**src/rtl/pipe_scroll_ctrl.sv**
```systemverilog
// Scrolls two pipe pairs across the screen, respawns them with LFSR heights and keeps score.
// Latency: every output is registered, one cycle after the qualifying input edge.
// Backpressure: none; game_tick is a one-cycle enable and is never stalled.
module pipe_scroll_ctrl #(
    parameter int SCREEN_W = 640,
    parameter int PIPE_W   = 41,
    parameter int SPACING  = 320,
    parameter int BIRD_X   = 200,
    parameter int MIN_TOP  = 40
) (
    input  logic       system_clk,
    input  logic       reset,
    input  logic       game_tick,
    input  logic       start,
    input  logic       collide,
    output logic [9:0] pipe1_l,
    output logic [9:0] pipe1_r,
    output logic [9:0] pipe1_high_b,
    output logic [9:0] pipe2_l,
    output logic [9:0] pipe2_r,
    output logic [9:0] pipe2_high_b,
    output logic [9:0] score,
    output logic       score_pulse,
    output logic       running,
    output logic       dead
);

    typedef enum logic [1:0] {S_IDLE, S_RUN, S_DEAD} state_t;

    localparam logic [15:0] LFSR_SEED = 16'hACE1;
    localparam logic [9:0]  RESPAWN_X = 10'(SCREEN_W);
    localparam logic [9:0]  P2_INIT_X = 10'(SCREEN_W + SPACING);
    localparam logic [9:0]  R_OFS     = 10'(PIPE_W - 1);
    localparam logic [9:0]  BIRD_COL  = 10'(BIRD_X);
    localparam logic [9:0]  TOP       = 10'(MIN_TOP);
    localparam logic [9:0]  H1_INIT   = TOP + {2'b00, LFSR_SEED[7:0]};
    localparam logic [9:0]  H2_INIT   = TOP + {2'b00, LFSR_SEED[15:8]};
    localparam logic [9:0]  SCORE_MAX = 10'd999;

    state_t      state_q, state_d;
    logic [15:0] lfsr_q, lfsr_d;
    logic        move, reload, hit1, hit2;
    logic [9:0]  p1_l_d, p2_l_d, h1_d, h2_d, score_d;
    logic [10:0] score_sum;

    always_comb begin
        state_d = state_q;
        case (state_q)
            S_IDLE:  if (start)   state_d = S_RUN;
            S_RUN:   if (collide) state_d = S_DEAD;
            S_DEAD:  if (start)   state_d = S_IDLE;
            default:              state_d = S_IDLE;
        endcase
    end

    always_comb begin
        // collide outranks game_tick: a colliding tick neither moves nor scores
        move   = (state_q == S_RUN) && game_tick && !collide;
        reload = (state_q == S_DEAD) && start;
        hit1   = move && (pipe1_r == BIRD_COL);
        hit2   = move && (pipe2_r == BIRD_COL);
        lfsr_d = {lfsr_q[0] ^ lfsr_q[2] ^ lfsr_q[3] ^ lfsr_q[5], lfsr_q[15:1]};

        p1_l_d = pipe1_l;
        p2_l_d = pipe2_l;
        h1_d   = pipe1_high_b;
        h2_d   = pipe2_high_b;
        if (reload) begin
            p1_l_d = RESPAWN_X;
            p2_l_d = P2_INIT_X;
            h1_d   = H1_INIT;
            h2_d   = H2_INIT;
        end else if (move) begin
            if (pipe1_l == '0) begin
                p1_l_d = RESPAWN_X;
                h1_d   = TOP + {2'b00, lfsr_q[7:0]};
            end else begin
                p1_l_d = pipe1_l - 10'd1;
            end
            if (pipe2_l == '0) begin
                p2_l_d = RESPAWN_X;
                h2_d   = TOP + {2'b00, lfsr_q[15:8]};
            end else begin
                p2_l_d = pipe2_l - 10'd1;
            end
        end

        score_sum = {1'b0, score} + {10'd0, hit1} + {10'd0, hit2};
        score_d   = score;
        if ((state_q == S_IDLE) && start) begin
            score_d = '0;
        end else if (move) begin
            score_d = (score_sum > {1'b0, SCORE_MAX}) ? SCORE_MAX : score_sum[9:0];
        end
    end

    always_ff @(posedge system_clk) begin
        if (reset) begin
            state_q      <= S_IDLE;
            lfsr_q       <= LFSR_SEED;
            pipe1_l      <= RESPAWN_X;
            pipe1_r      <= RESPAWN_X + R_OFS;
            pipe2_l      <= P2_INIT_X;
            pipe2_r      <= P2_INIT_X + R_OFS;
            pipe1_high_b <= H1_INIT;
            pipe2_high_b <= H2_INIT;
            score        <= '0;
            score_pulse  <= 1'b0;
        end else begin
            state_q      <= state_d;
            lfsr_q       <= lfsr_d;
            pipe1_l      <= p1_l_d;
            pipe1_r      <= p1_l_d + R_OFS;
            pipe2_l      <= p2_l_d;
            pipe2_r      <= p2_l_d + R_OFS;
            pipe1_high_b <= h1_d;
            pipe2_high_b <= h2_d;
            score        <= score_d;
            score_pulse  <= hit1 | hit2;
        end
    end

    assign running = (state_q == S_RUN);
    assign dead    = (state_q == S_DEAD);

endmodule

```
**config.mk**
```make
export PLATFORM = sky130hd
export DESIGN_NAME = pipe_scroll_ctrl
export DESIGN_NICKNAME = d
export VERILOG_FILES = /design/src/rtl/pipe_scroll_ctrl.sv
export SDC_FILE = /design/constraint.sdc
export NUM_CORES = 1
export LEC_CHECK = 0
export BUFFER_PORTS_ARGS = -buffer_cell sky130_fd_sc_hd__clkbuf_2
export CORE_MARGIN = 2
export CORE_UTILIZATION = 35
export DETAILED_ROUTE_END_ITERATION = 6
export GPL_TIMING_DRIVEN = 0
export SLEW_MARGIN = 20
export SYNTH_ARGS = -nofsm -noshare
export SYNTH_HDL_FRONTEND = slang
export SYNTH_SLANG_ARGS = --single-unit
```
**constraint.sdc**
```tcl
create_clock -name system_clk -period 6.89 [get_ports system_clk]
set_input_delay 0.689 -clock system_clk [delete_from_list [all_inputs] [get_ports system_clk]]
set_output_delay 0.689 -clock system_clk [all_outputs]
set_load 0.01 [all_outputs]
```
==> impl_metrics.py, run 1 <==
metrics = {
    "route": {
        "vias": 3640,
        "drt_first_pass_iters": 5,
        "finalWirelength_mm": 10.01,
        "wl_per_cell_um": 14.46,
        "via_per_inst": 5.260,
        "drc": 0,
        "drt-initial-drc-count": 266,
        "detail-route-antenna-nets": 0,
    },
    "yosys": {
        "avgSynthCellArea_um2": 8.497,
        "async_reset_ff_share_pct": 0,
        "synth_compound_area_share_pct": 12.20,
        "synth_edf_count": 0,
        "synth-simple-area-share_pct": 29.67,
        "synthMuxAreaShare_pct": 2.401,
        "synth_seq_area_share_pct": 41.49,
        "synth-xor-area-share_pct": 5.602,
        "yosysWarnings": 0,
        "synth.distinct_cells": 63,
        "synth_top_flop_cell": "dfxtp_1",
        "synth_top_family_by_area": "simple AND/OR/NAND/NOR gates",
        "synth.ff_latch_count": 81,
        "syn_inst": 460,
        "synth_area_mm2": 0.003909,
        "synthAdderAreaFrac_pct": 3.393,
    },
    "cts": {
        "clk_latency_ps": 350,
        "cts_resized": 0,
        "clk_pin_slew_ps": 80,
        "cts_setup_buffers": 0,
        "clockBufferDepth": 2,
        "root_buffer": "clkbuf_8",
        "hold_buffers": 0,
        "clock-sinks": 81,
        "numCtsBuffers": 9,
        "cts_tree": "yes",
        "htree_num_levels": 3,
    },
    "die": {
        "boundaryPins": 78,
        "start_util_pct": 35.90,
        "core_area_mm2": 0.01089,
        "die_y_um": 109.7,
        "rows": 38,
        "dieArea_mm2": 0.01203,
        "die_width_um": 109.7,
    },
    "pwr": {
        "vdd_drop_max_uv": 115.8,
        "p_leak_nw": 1.976,
        "power_density_mw_per_mm2": 211.9,
    },
    "sta": {
        "worst_slew_pin_slew_ps": 725.1,
        "finalWorstSetupSlack_ps": 2614,
        "rsz0062_at_grt": "no",
        "max_freq_ghz": 0.2338,
        "min_period_ps": 4276,
        "min_period_over_period_pct": 62.07,
        "setup_viol": 0,
        "finClkSkew_ps": 8.875,
        "hold_viol": 0,
        "drv_slew": 0,
        "setup_tns_ps": 0,
        "slew_headroom_pct": 51.21,
    },
    "place": {
        "dp_slack_ps": 2324,
        "dpl.hpwl_mm": 7.488,
        "gp_congestion": 0.8995,
        "numPortBuffers": 75,
    },
    "worst_setup_path": {
        "reg2regPathDepth": 12,
        "endpoint": "score[2]$_SDFFE_PP0N_",
        "rr_startpoint": "state_q[1]$_SDFFE_PP0P_",
        "setup.worst_path.start": "state_q[1]$_SDFFE_PP0P_",
        "setup.worst_path.class": "flip-flop to flip-flop",
        "start_kind": "flip-flop",
        "arrival_ps": 4540,
        "worstSetupEndpointType": "flip-flop",
        "cp_data_required_time_ps": 7150,
        "r2r-end": "score[2]$_SDFFE_PP0N_",
        "r2r_setup_slack_ps": 2610,
        "worstPathMaxFanout": 10,
    },
    "cells_and_area": {
        "fin_nets": 562,
        "drive_gt1_share_pct": 22.46,
        "diodes": 0,
        "seqCellArea_mm2": 0.001622,
        "final_cell_mix": "81 x dfxtp_1, 76 x clkbuf_2, 58 x nand2_1",
        "syn_to_final_growth_pct": 19.81,
        "fillers": 1114,
        "layout_commonest_cell": "dfxtp_1",
        "multiInputGateArea_mm2": 0.002090,
    },
    "hold_path": {
        "hp-class": "flip-flop to flip-flop",
        "whs_path_depth": 1,
    },
    "global_routing": {
        "grt_antenna_before_repair": 0,
        "grt_overflow": 0,
        "first_global_vias": 3347,
        "grt_pass1_wl_mm": 16.13,
        "grt_max_degree": 14,
        "grt_usage_pct": 17.18,
    },
    "run_status": {
        "status": "finished clean",
    },
    "job": {
        "cap_violations": 0,
    },
}
## through the flow
stage | hold slack (ps) | cell area, um2 | util, % | std cells | power (mW)
finish | 455.7 | 4683 | 43.01 | 692 | 0.9924
detailed placement | 442.0 | 4463 | 40.99 | 676 | 0.6190
floorplan | 416.3 | 3913 | - | 461 | 0.5841
CTS | 461.5 | 4683 | 43.01 | 692 | 1.004
global route | 474.4 | 4683 | 43.01 | 692 | 1.038
global placement | 424.1 | 4463 | 40.99 | 676 | 0.6174
## power by group
group	internal, mW	switching, mW
clock network	0.214	0.170
logic	0.0456	0.0621
registers	0.484	0.0168
total	0.743	0.249
## Yosys cell counts (all sizes together) (4+ instances only)
master / number / area [um2]
dfxtp: 81 / 1622
nand2: 58 / 217.7
nor2: 57 / 214.0
a21oi: 21 / 105.1
nor3: 18 / 105.1
buf: 17 / 110.1
nand3: 16 / 80.08
xor2: 16 / 140.1
nor2b: 15 / 93.84
clkbuf: 13 / 50.04
inv: 11 / 41.29
nand4: 10 / 68.81
ha: 9 / 112.6
nor4: 9 / 56.30
or2: 9 / 56.30
xnor2: 9 / 78.83
a211oi: 8 / 75.08
mux2i: 6 / 60.06
or3: 6 / 42.54
a31oi: 5 / 31.28
o21ai: 5 / 25.02
and3: 4 / 25.02
nor4b: 4 / 35.03
o211ai: 4 / 30.03
## cells by family (layout without fill, tap and decap cells)
group | after synthesis | after routing
buffers and inverters | 41 | 132
other | 1 | 2
xor gates and xnor gates | 25 | 25
AOI/OAI and AO/OA | 68 | 68
DFF | 81 | 81
muxes | 9 | 9
adders and majority gates | 10 | 10
and+or+nand+nor | 225 | 225
## area by class of cell
class / instances / share of cell area, %
multi-input combinational: 339 / 44.62
sequential: 81 / 34.62
timing repair buffer: 75 / 8.015
tap: 140 / 3.740
buffer: 30 / 3.420
clock buffer: 11 / 3.019
clock inverter: 5 / 1.683
inverter: 11 / 0.8816
## how the worst min path moves through the flow
stage                     slack (ps)                    to                 start
final                            460  lfsr_q[0]$_SDFF_PP1_  lfsr_q[1]$_SDFF_PP0_
after global routing             470  lfsr_q[7]$_SDFF_PP1_  lfsr_q[8]$_SDFF_PP0_
after CTS                        460  lfsr_q[0]$_SDFF_PP1_  lfsr_q[1]$_SDFF_PP0_
after detailed placement         440  lfsr_q[0]$_SDFF_PP1_  lfsr_q[1]$_SDFF_PP0_
after global placement           420  lfsr_q[0]$_SDFF_PP1_  lfsr_q[1]$_SDFF_PP0_
after floorplan                  420  lfsr_q[0]$_SDFF_PP1_  lfsr_q[1]$_SDFF_PP0_
## critical path, stage by stage (launching register included)
cell and delay [ps]:
dfxtp_1 440, nand4bb_1 240, buf_1 390, clkbuf_1 440, nor3_1 170, fa_1 520, ha_1 270, clkbuf_1 230
nor4b_1 330, a32oi_1 110, a211oi_2 610, nor2_1 130, a221oi_1 300
## registers in the layout, indices dropped and copies added (netlist names)
signal and cells:
pipe2_high_b 9, pipe1_r 7, pipe2_l 10, score_pulse 1, score 10, state_q 2, pipe2_r 7, pipe1_l 10
pipe1_high_b 9, lfsr_q 16
## per-layer routing
| metal | vias to the layer above | wire (um) | track usage (%) |
|---|---|---|---|
| li1 | 1775 | - | - |
| met1 | 1723 | 4472 | 21.58 |
| met2 | 123 | 4714 | 27.73 |
| met3 | 19 | 606 | 4.446 |
| met4 | 0 | 212 | 7.595 |
| met5 | - | 0 | 0 |
Note: power is estimated with default switching activity, not from simulation.
==> inputs of run 2 (changes only) <==
--- a/config.mk
+++ b/config.mk
@@ -5,6 +5,7 @@
 export SDC_FILE = /design/constraint.sdc
 export NUM_CORES = 1
 export LEC_CHECK = 0
+export ABC_AREA = 1
 export BUFFER_PORTS_ARGS = -buffer_cell sky130_fd_sc_hd__clkbuf_2
 export CORE_MARGIN = 2
 export CORE_UTILIZATION = 35
==> constraint.sdc (replaced) <==
create_clock -name system_clk -period 3.9 [get_ports system_clk]
set_input_delay 0.39 -clock system_clk [delete_from_list [all_inputs] [get_ports system_clk]]
set_output_delay 0.39 -clock system_clk [all_outputs]
set_load 0.01 [all_outputs]
==> run 2 against run 1 <==
Fmax is 24% higher. Non-clock buffer count is 12 lower. Critical path depth grew 6. Clock-buffer cell count unchanged. Register-to-register slack worse by 2200 ps. Design area up 3.4%. Sequential power increased by 75%. Sequential share of layout area shrank 1.1 points. Sequential cell count stayed put. Combinational power increased by 69%. Critical path type unchanged. Critical endpoint is now score[7]$_SDFFE_PP0N_.
==> impl_metrics.py, run 2 <==
metrics = {
    "run_status": {
        "status": "finished clean",
    },
    "route": {
        "vias": 3683,
        "detail-route-antenna-nets": 0,
        "via_per_inst": 4.710,
        "drc": 0,
        "drt_first_pass_iters": 4,
        "wl_per_cell_um": 12.46,
        "drt-initial-drc-count": 154,
        "finalWirelength_mm": 9.746,
    },
    "sta": {
        "min_period_ps": 3452,
        "worst_slew_pin_slew_ps": 626.1,
        "setup_viol": 0,
        "rsz0062_at_grt": "no",
        "finClkSkew_ps": 5.277,
        "hold_viol": 0,
        "min_period_over_period_pct": 88.50,
        "drv_slew": 0,
        "slew_headroom_pct": 58.26,
        "setup_tns_ps": 0,
        "max_freq_ghz": 0.2897,
    },
    "hold_path": {
        "hp-class": "primary input to flip-flop",
        "whs_path_depth": 3,
    },
    "die": {
        "die_width_um": 110.5,
        "die_y_um": 110.5,
        "core_area_mm2": 0.01094,
        "start_util_pct": 36.28,
        "boundaryPins": 78,
        "dieArea_mm2": 0.01220,
        "rows": 38,
    },
    "cts": {
        "root_buffer": "clkbuf_16",
        "clock-sinks": 81,
        "clk_latency_ps": 340,
        "hold_buffers": 0,
        "cts_resized": 0,
        "cts_tree": "yes",
        "numCtsBuffers": 9,
        "clockBufferDepth": 2,
        "htree_num_levels": 3,
        "cts_setup_buffers": 0,
        "clk_pin_slew_ps": 60,
    },
    "yosys": {
        "synth_seq_area_share_pct": 40.87,
        "synth.ff_latch_count": 81,
        "synth_area_leaders": "dfxtp_1 41%, nand2_1 10%, inv_1 7.2%",
        "synth_top_flop_cell": "dfxtp_1",
        "yosysWarnings": 0,
        "syn_inst": 550,
        "synthTopCellsByCount": "107 x nand2_1, 81 x dfxtp_1, 76 x inv_1",
        "avgSynthCellArea_um2": 7.214,
        "synth_top_area_share_pct": 40.87,
        "synth.most_common_cell": "nand2_1",
        "synth_area_mm2": 0.003968,
        "synth_edf_count": 0,
        "async_reset_ff_share_pct": 0,
        "synth_top_cell_by_area": "dfxtp_1",
        "synth.distinct_cells": 36,
    },
    "pwr": {
        "p_sw_share_pct": 24.11,
        "pwr-share-comb_pct": 9.3,
        "power_frac_clock_pct": 46.1,
        "p_leak_nw": 2.412,
        "p_sw_uw": 474.9,
        "power_density_mw_per_mm2": 406.7,
        "vdd_drop_max_uv": 233.8,
        "internal_power_mw": 1.495,
        "p_seq_share_pct": 44.6,
    },
    "worst_setup_path": {
        "worstPathMaxFanout": 6,
        "cp_data_required_time_ps": 4130,
        "reg2regPathDepth": 18,
        "start_kind": "flip-flop",
        "arrival_ps": 3680,
        "setup.worst_path.class": "flip-flop to flip-flop",
        "worstSetupEndpointType": "flip-flop",
    },
    "cells_and_area": {
        "largest_register_ffs": 16,
        "drive_gt1_share_pct": 21.96,
        "layout_commonest_cell": "nand2_1",
        "fillers": 1126,
        "final_cell_mix": "107 x nand2_1, 81 x dfxtp_1, 76 x inv_1",
        "fin_nets": 652,
        "syn_to_final_growth_pct": 22.08,
        "diodes": 0,
        "postLayoutCoreUtil_pct": 44.29,
        "top_register": "lfsr_q",
    },
    "place": {
        "numPortBuffers": 75,
        "gp_congestion": 0.8536,
        "dpl.hpwl_mm": 7.602,
    },
    "job": {
        "cap_violations": 0,
    },
    "global_routing": {
        "grt_usage_pct": 16.17,
        "first_global_vias": 3415,
        "grt_antenna_before_repair": 0,
        "grt_overflow": 0,
        "grt_pass1_wl_mm": 16.04,
        "grt_max_degree": 14,
    },
}
run 2: cell types whose count changed after synthesis, moves of 14 or more:
| cell | previous run | this run |
|---|---|---|
| inv_1 | 11 | 76 |
| nand2_1 | 58 | 107 |
| nand3_1 | 16 | 45 |
| nor2_1 | 57 | 71 |
| nor2b_1 | 15 | 0 |
| o21ai_0 | 5 | 22 |
run 2: power by group through the flow:
stage          logic, mW  registers (mW)  clock network, mW
2_1_floorplan      0.122           0.899                  0
3_3_place_gp       0.181           0.896                  0
3_5_place_dp       0.184           0.897                  0
5_1_grt            0.207           0.882              0.963
4_1_cts            0.185           0.879              0.929
6_report           0.183           0.879              0.908
run 2: final timing paths:
kind | from | end | slack (ps)
max | pipe1_l[0]$_SDFFE_PP0N_ | score[7]$_SDFFE_PP0N_ | 450
min | collide | state_q[1]$_SDFFE_PP0P_ | 350
max reg2reg | pipe1_l[0]$_SDFFE_PP0N_ | score[7]$_SDFFE_PP0N_ | 450
min reg2reg | lfsr_q[8]$_SDFF_PP0_ | lfsr_q[7]$_SDFF_PP1_ | 420
run 2: per-stage QoR:
stage | setup slack (ps) | hold WS, ps | total power [mW] | area [um2] | cells
final | 448.3 | 352.0 | 1.970 | 4843 | 782
after global routing | 44.25 | 375.7 | 2.052 | 4843 | 782
after CTS | 478.6 | 345.1 | 1.993 | 4843 | 782
after detailed placement | 506.0 | 418.1 | 1.081 | 4522 | 766
after global placement | 495.5 | 408.8 | 1.078 | 4522 | 766
after floorplan | 1231 | 391.8 | 1.020 | 3971 | 551
run 2: worst max-delay path: stages, from the launching register on:
cell and delay [ps]:
dfxtp_1 370, inv_1 170, ha_1 230, inv_1 100, nor3_1 250, nand4_1 170, nor2_1 180, fa_1 350
ha_1 250, nand3_1 120, nor2_1 270, nand2_1 100, xor2_1 170, nand2_1 80, nor2_1 40, nand2_1 90
nand2_1 150, o21ai_0 200, inv_1 60
run 2: cells by family after synthesis:
family | count (synthesis) | share of synthesized area (%)
flip-flops | 81 | 40.87
adder cells (fa/ha/maj) | 10 | 3.343
other | 1 | 0.09452
AO/OA/AOI/OAI | 60 | 8.136
XOR/XNOR | 17 | 3.753
AND/OR/NAND/NOR | 280 | 33.18
buffers and inverters | 101 | 10.63
run 2: cell type report:
cell class	instances	area [um2]	share of cell area, %
inverter	83	311.5	6.432
multi-input combinational	369	1928	39.81
buffer	18	110.1	2.273
sequential	81	1622	33.48
timing repair buffer	75	375.4	7.750
tap	140	175.2	3.617
clock inverter	5	78.83	1.627
clock buffer	11	242.7	5.012
run 2: routing by layer:
metal	share of wire, %	GRT usage (%)	vias to the layer above
met3	4.0	3.293	14
li1	-	-	1914
met4	2.0	7.917	0
met1	48	21.33	1681
met5	0	0	-
met2	46	25.19	74
==> inputs of run 3 (changes only) <==
--- a/config.mk
+++ b/config.mk
@@ -11,6 +11,7 @@
 export CORE_UTILIZATION = 35
 export DETAILED_ROUTE_END_ITERATION = 6
 export GPL_TIMING_DRIVEN = 0
+export RECOVER_POWER = 50
 export SLEW_MARGIN = 20
 export SYNTH_ARGS = -nofsm -noshare
 export SYNTH_HDL_FRONTEND = slang
==> run 3 against run 2 <==
Global-route usage did not move. Combinational power barely moved. First-iteration DRC count up 20%. Wire length up 0.45%. Design area decreased by 1.5%. Core utilization down 0.68 points. Sequential power barely moved. Critical path type unchanged.
==> impl_metrics.py, run 3 (synthesized netlist as in run 2, its figures left out) <==
metrics = {
    "run_status": {
        "status": "finished clean",
    },
    "cells_and_area": {
        "layout_commonest_cell": "nand2_1",
        "top_register": "lfsr_q",
        "fin_cells": 782,
        "fillers": 1174,
        "final_cell_area_mm2": 0.004770,
        "largest_register_ffs": 16,
        "drive_gt1_share_pct": 12.77,
        "fin_nets": 652,
        "final_cell_mix": "107 x nand2_1, 81 x dfxtp_1, 76 x inv_1",
        "postLayoutCoreUtil_pct": 43.62,
        "diodes": 0,
        "syn_to_final_growth_pct": 20.21,
    },
    "route": {
        "highest_layer": "met4",
        "wl_per_cell_um": 12.52,
        "drt-initial-drc-count": 185,
        "wl_met1_mm": 4.724,
        "vias": 3694,
        "drt_first_pass_iters": 4,
        "finalWirelength_mm": 9.790,
        "detail-route-antenna-nets": 0,
        "dr_wl_met3_um": 360,
        "wl_met2_mm": 4.565,
        "via_per_inst": 4.724,
        "drc": 0,
    },
    "die": {
        "rows": 38,
        "start_util_pct": 36.28,
        "dieArea_mm2": 0.01220,
        "die_y_um": 110.5,
        "boundaryPins": 78,
        "core_area_mm2": 0.01094,
        "die_width_um": 110.5,
    },
    "global_routing": {
        "grt_overflow": 0,
        "grt_antenna_before_repair": 0,
        "grt_usage_pct": 16.17,
        "first_global_vias": 3415,
        "grt_pass1_wl_mm": 16.04,
        "grt_max_degree": 14,
    },
    "sta": {
        "hold_viol": 0,
        "drv_slew": 0,
        "min_period_ps": 3439,
        "fin_hold_ws_ps": 353.6,
        "slew_headroom_pct": 57.25,
        "worst_slew_pin_slew_ps": 641.2,
        "setup_viol": 0,
        "finalWorstSetupSlack_ps": 461.0,
        "rsz0062_at_grt": "no",
        "finClkSkew_ps": 5.084,
        "min_period_over_period_pct": 88.18,
        "max_freq_ghz": 0.2908,
        "setup_tns_ps": 0,
    },
    "worst_setup_path": {
        "worstSetupEndpointType": "flip-flop",
        "r2r-end": "score[7]$_SDFFE_PP0N_",
        "cp_data_required_time_ps": 4130,
        "worstPathMaxFanout": 6,
        "reg2regPathDepth": 18,
        "arrival_ps": 3670,
        "start_kind": "flip-flop",
        "setup.worst_path.start": "pipe1_l[0]$_SDFFE_PP0N_",
        "rr_startpoint": "pipe1_l[0]$_SDFFE_PP0N_",
        "r2r_setup_slack_ps": 460,
        "setup.worst_path.class": "flip-flop to flip-flop",
    },
    "cts": {
        "cts_tree": "yes",
        "clk_latency_ps": 340,
        "hold_buffers": 0,
        "htree_num_levels": 3,
        "cts_setup_buffers": 0,
        "clk_pin_slew_ps": 60,
        "cts_resized": 0,
        "clock-sinks": 81,
        "root_buffer": "clkbuf_16",
        "clockBufferDepth": 2,
        "numCtsBuffers": 9,
    },
    "hold_path": {
        "min_from": "collide",
        "hp-class": "primary input to flip-flop",
        "whs_path_depth": 3,
        "min_to": "state_q[1]$_SDFFE_PP0P_",
    },
    "pwr": {
        "finalPower_mw": 1.965,
        "power_density_mw_per_mm2": 412.0,
        "p_leak_nw": 2.231,
        "vdd_drop_max_uv": 234.0,
    },
    "job": {
        "cap_violations": 0,
    },
    "place": {
        "gp_congestion": 0.8536,
        "dp_cells": 766,
        "placed_area_mm2": 0.004522,
        "numPortBuffers": 75,
        "dpl.hpwl_mm": 7.602,
        "dp_slack_ps": 506.0,
    },
}
==> run 3: cell counts in the layout (fill, tap and decap cells not counted) <==
Identical to the previous run, type by type.
==> run 3: worst max-delay path by stage <==
stage,slack (ps),endpoint,cells after the start
after global routing,40,score[1]$_SDFFE_PP0N_,18
after CTS,480,score[2]$_SDFFE_PP0N_,18
after floorplan,1230,score[7]$_SDFFE_PP0N_,18
after detailed placement,510,score[7]$_SDFFE_PP0N_,18
final,460,score[7]$_SDFFE_PP0N_,18
after global placement,500,score[7]$_SDFFE_PP0N_,18
==> run 3: worst max-delay path, stage by stage, from the launching register on <==
cell and delay (ps):
dfxtp_1 370, inv_1 170, ha_1 230, inv_1 100
nor3_1 240, nand4_1 160, nor2_1 180, fa_1 350
ha_1 250, nand3_1 120, nor2_1 270, nand2_1 100
xor2_1 170, nand2_1 80, nor2_1 40, nand2_1 90
nand2_1 150, o21ai_0 200, inv_1 60
==> run 3: cell type report <==
| type | instances | area [um2] | area share, % |
|---|---|---|---|
| clock buffers | 11 | 242.7 | 5.089 |
| well taps | 140 | 175.2 | 3.673 |
| clock inverters | 5 | 78.83 | 1.653 |
| inverters | 83 | 311.5 | 6.532 |
| repair buffers | 75 | 301.5 | 6.322 |
| flip-flops and latches | 81 | 1622 | 34.00 |
| plain buffers | 18 | 110.1 | 2.309 |
| multi-input cells | 369 | 1928 | 40.43 |
==> run 3: power breakdown <==
part	switching [mW]	internal, mW
Clock	0.329	0.577
Combinational	0.120	0.0601
Sequential	0.0238	0.855
==> run 3: per-layer routing <==
metal / GRT usage (%) / vias to the layer above
li1: - / 1915
met3: 3.293 / 10
met5: 0 / -
met1: 21.33 / 1696
met4: 7.917 / 0
met2: 25.19 / 73
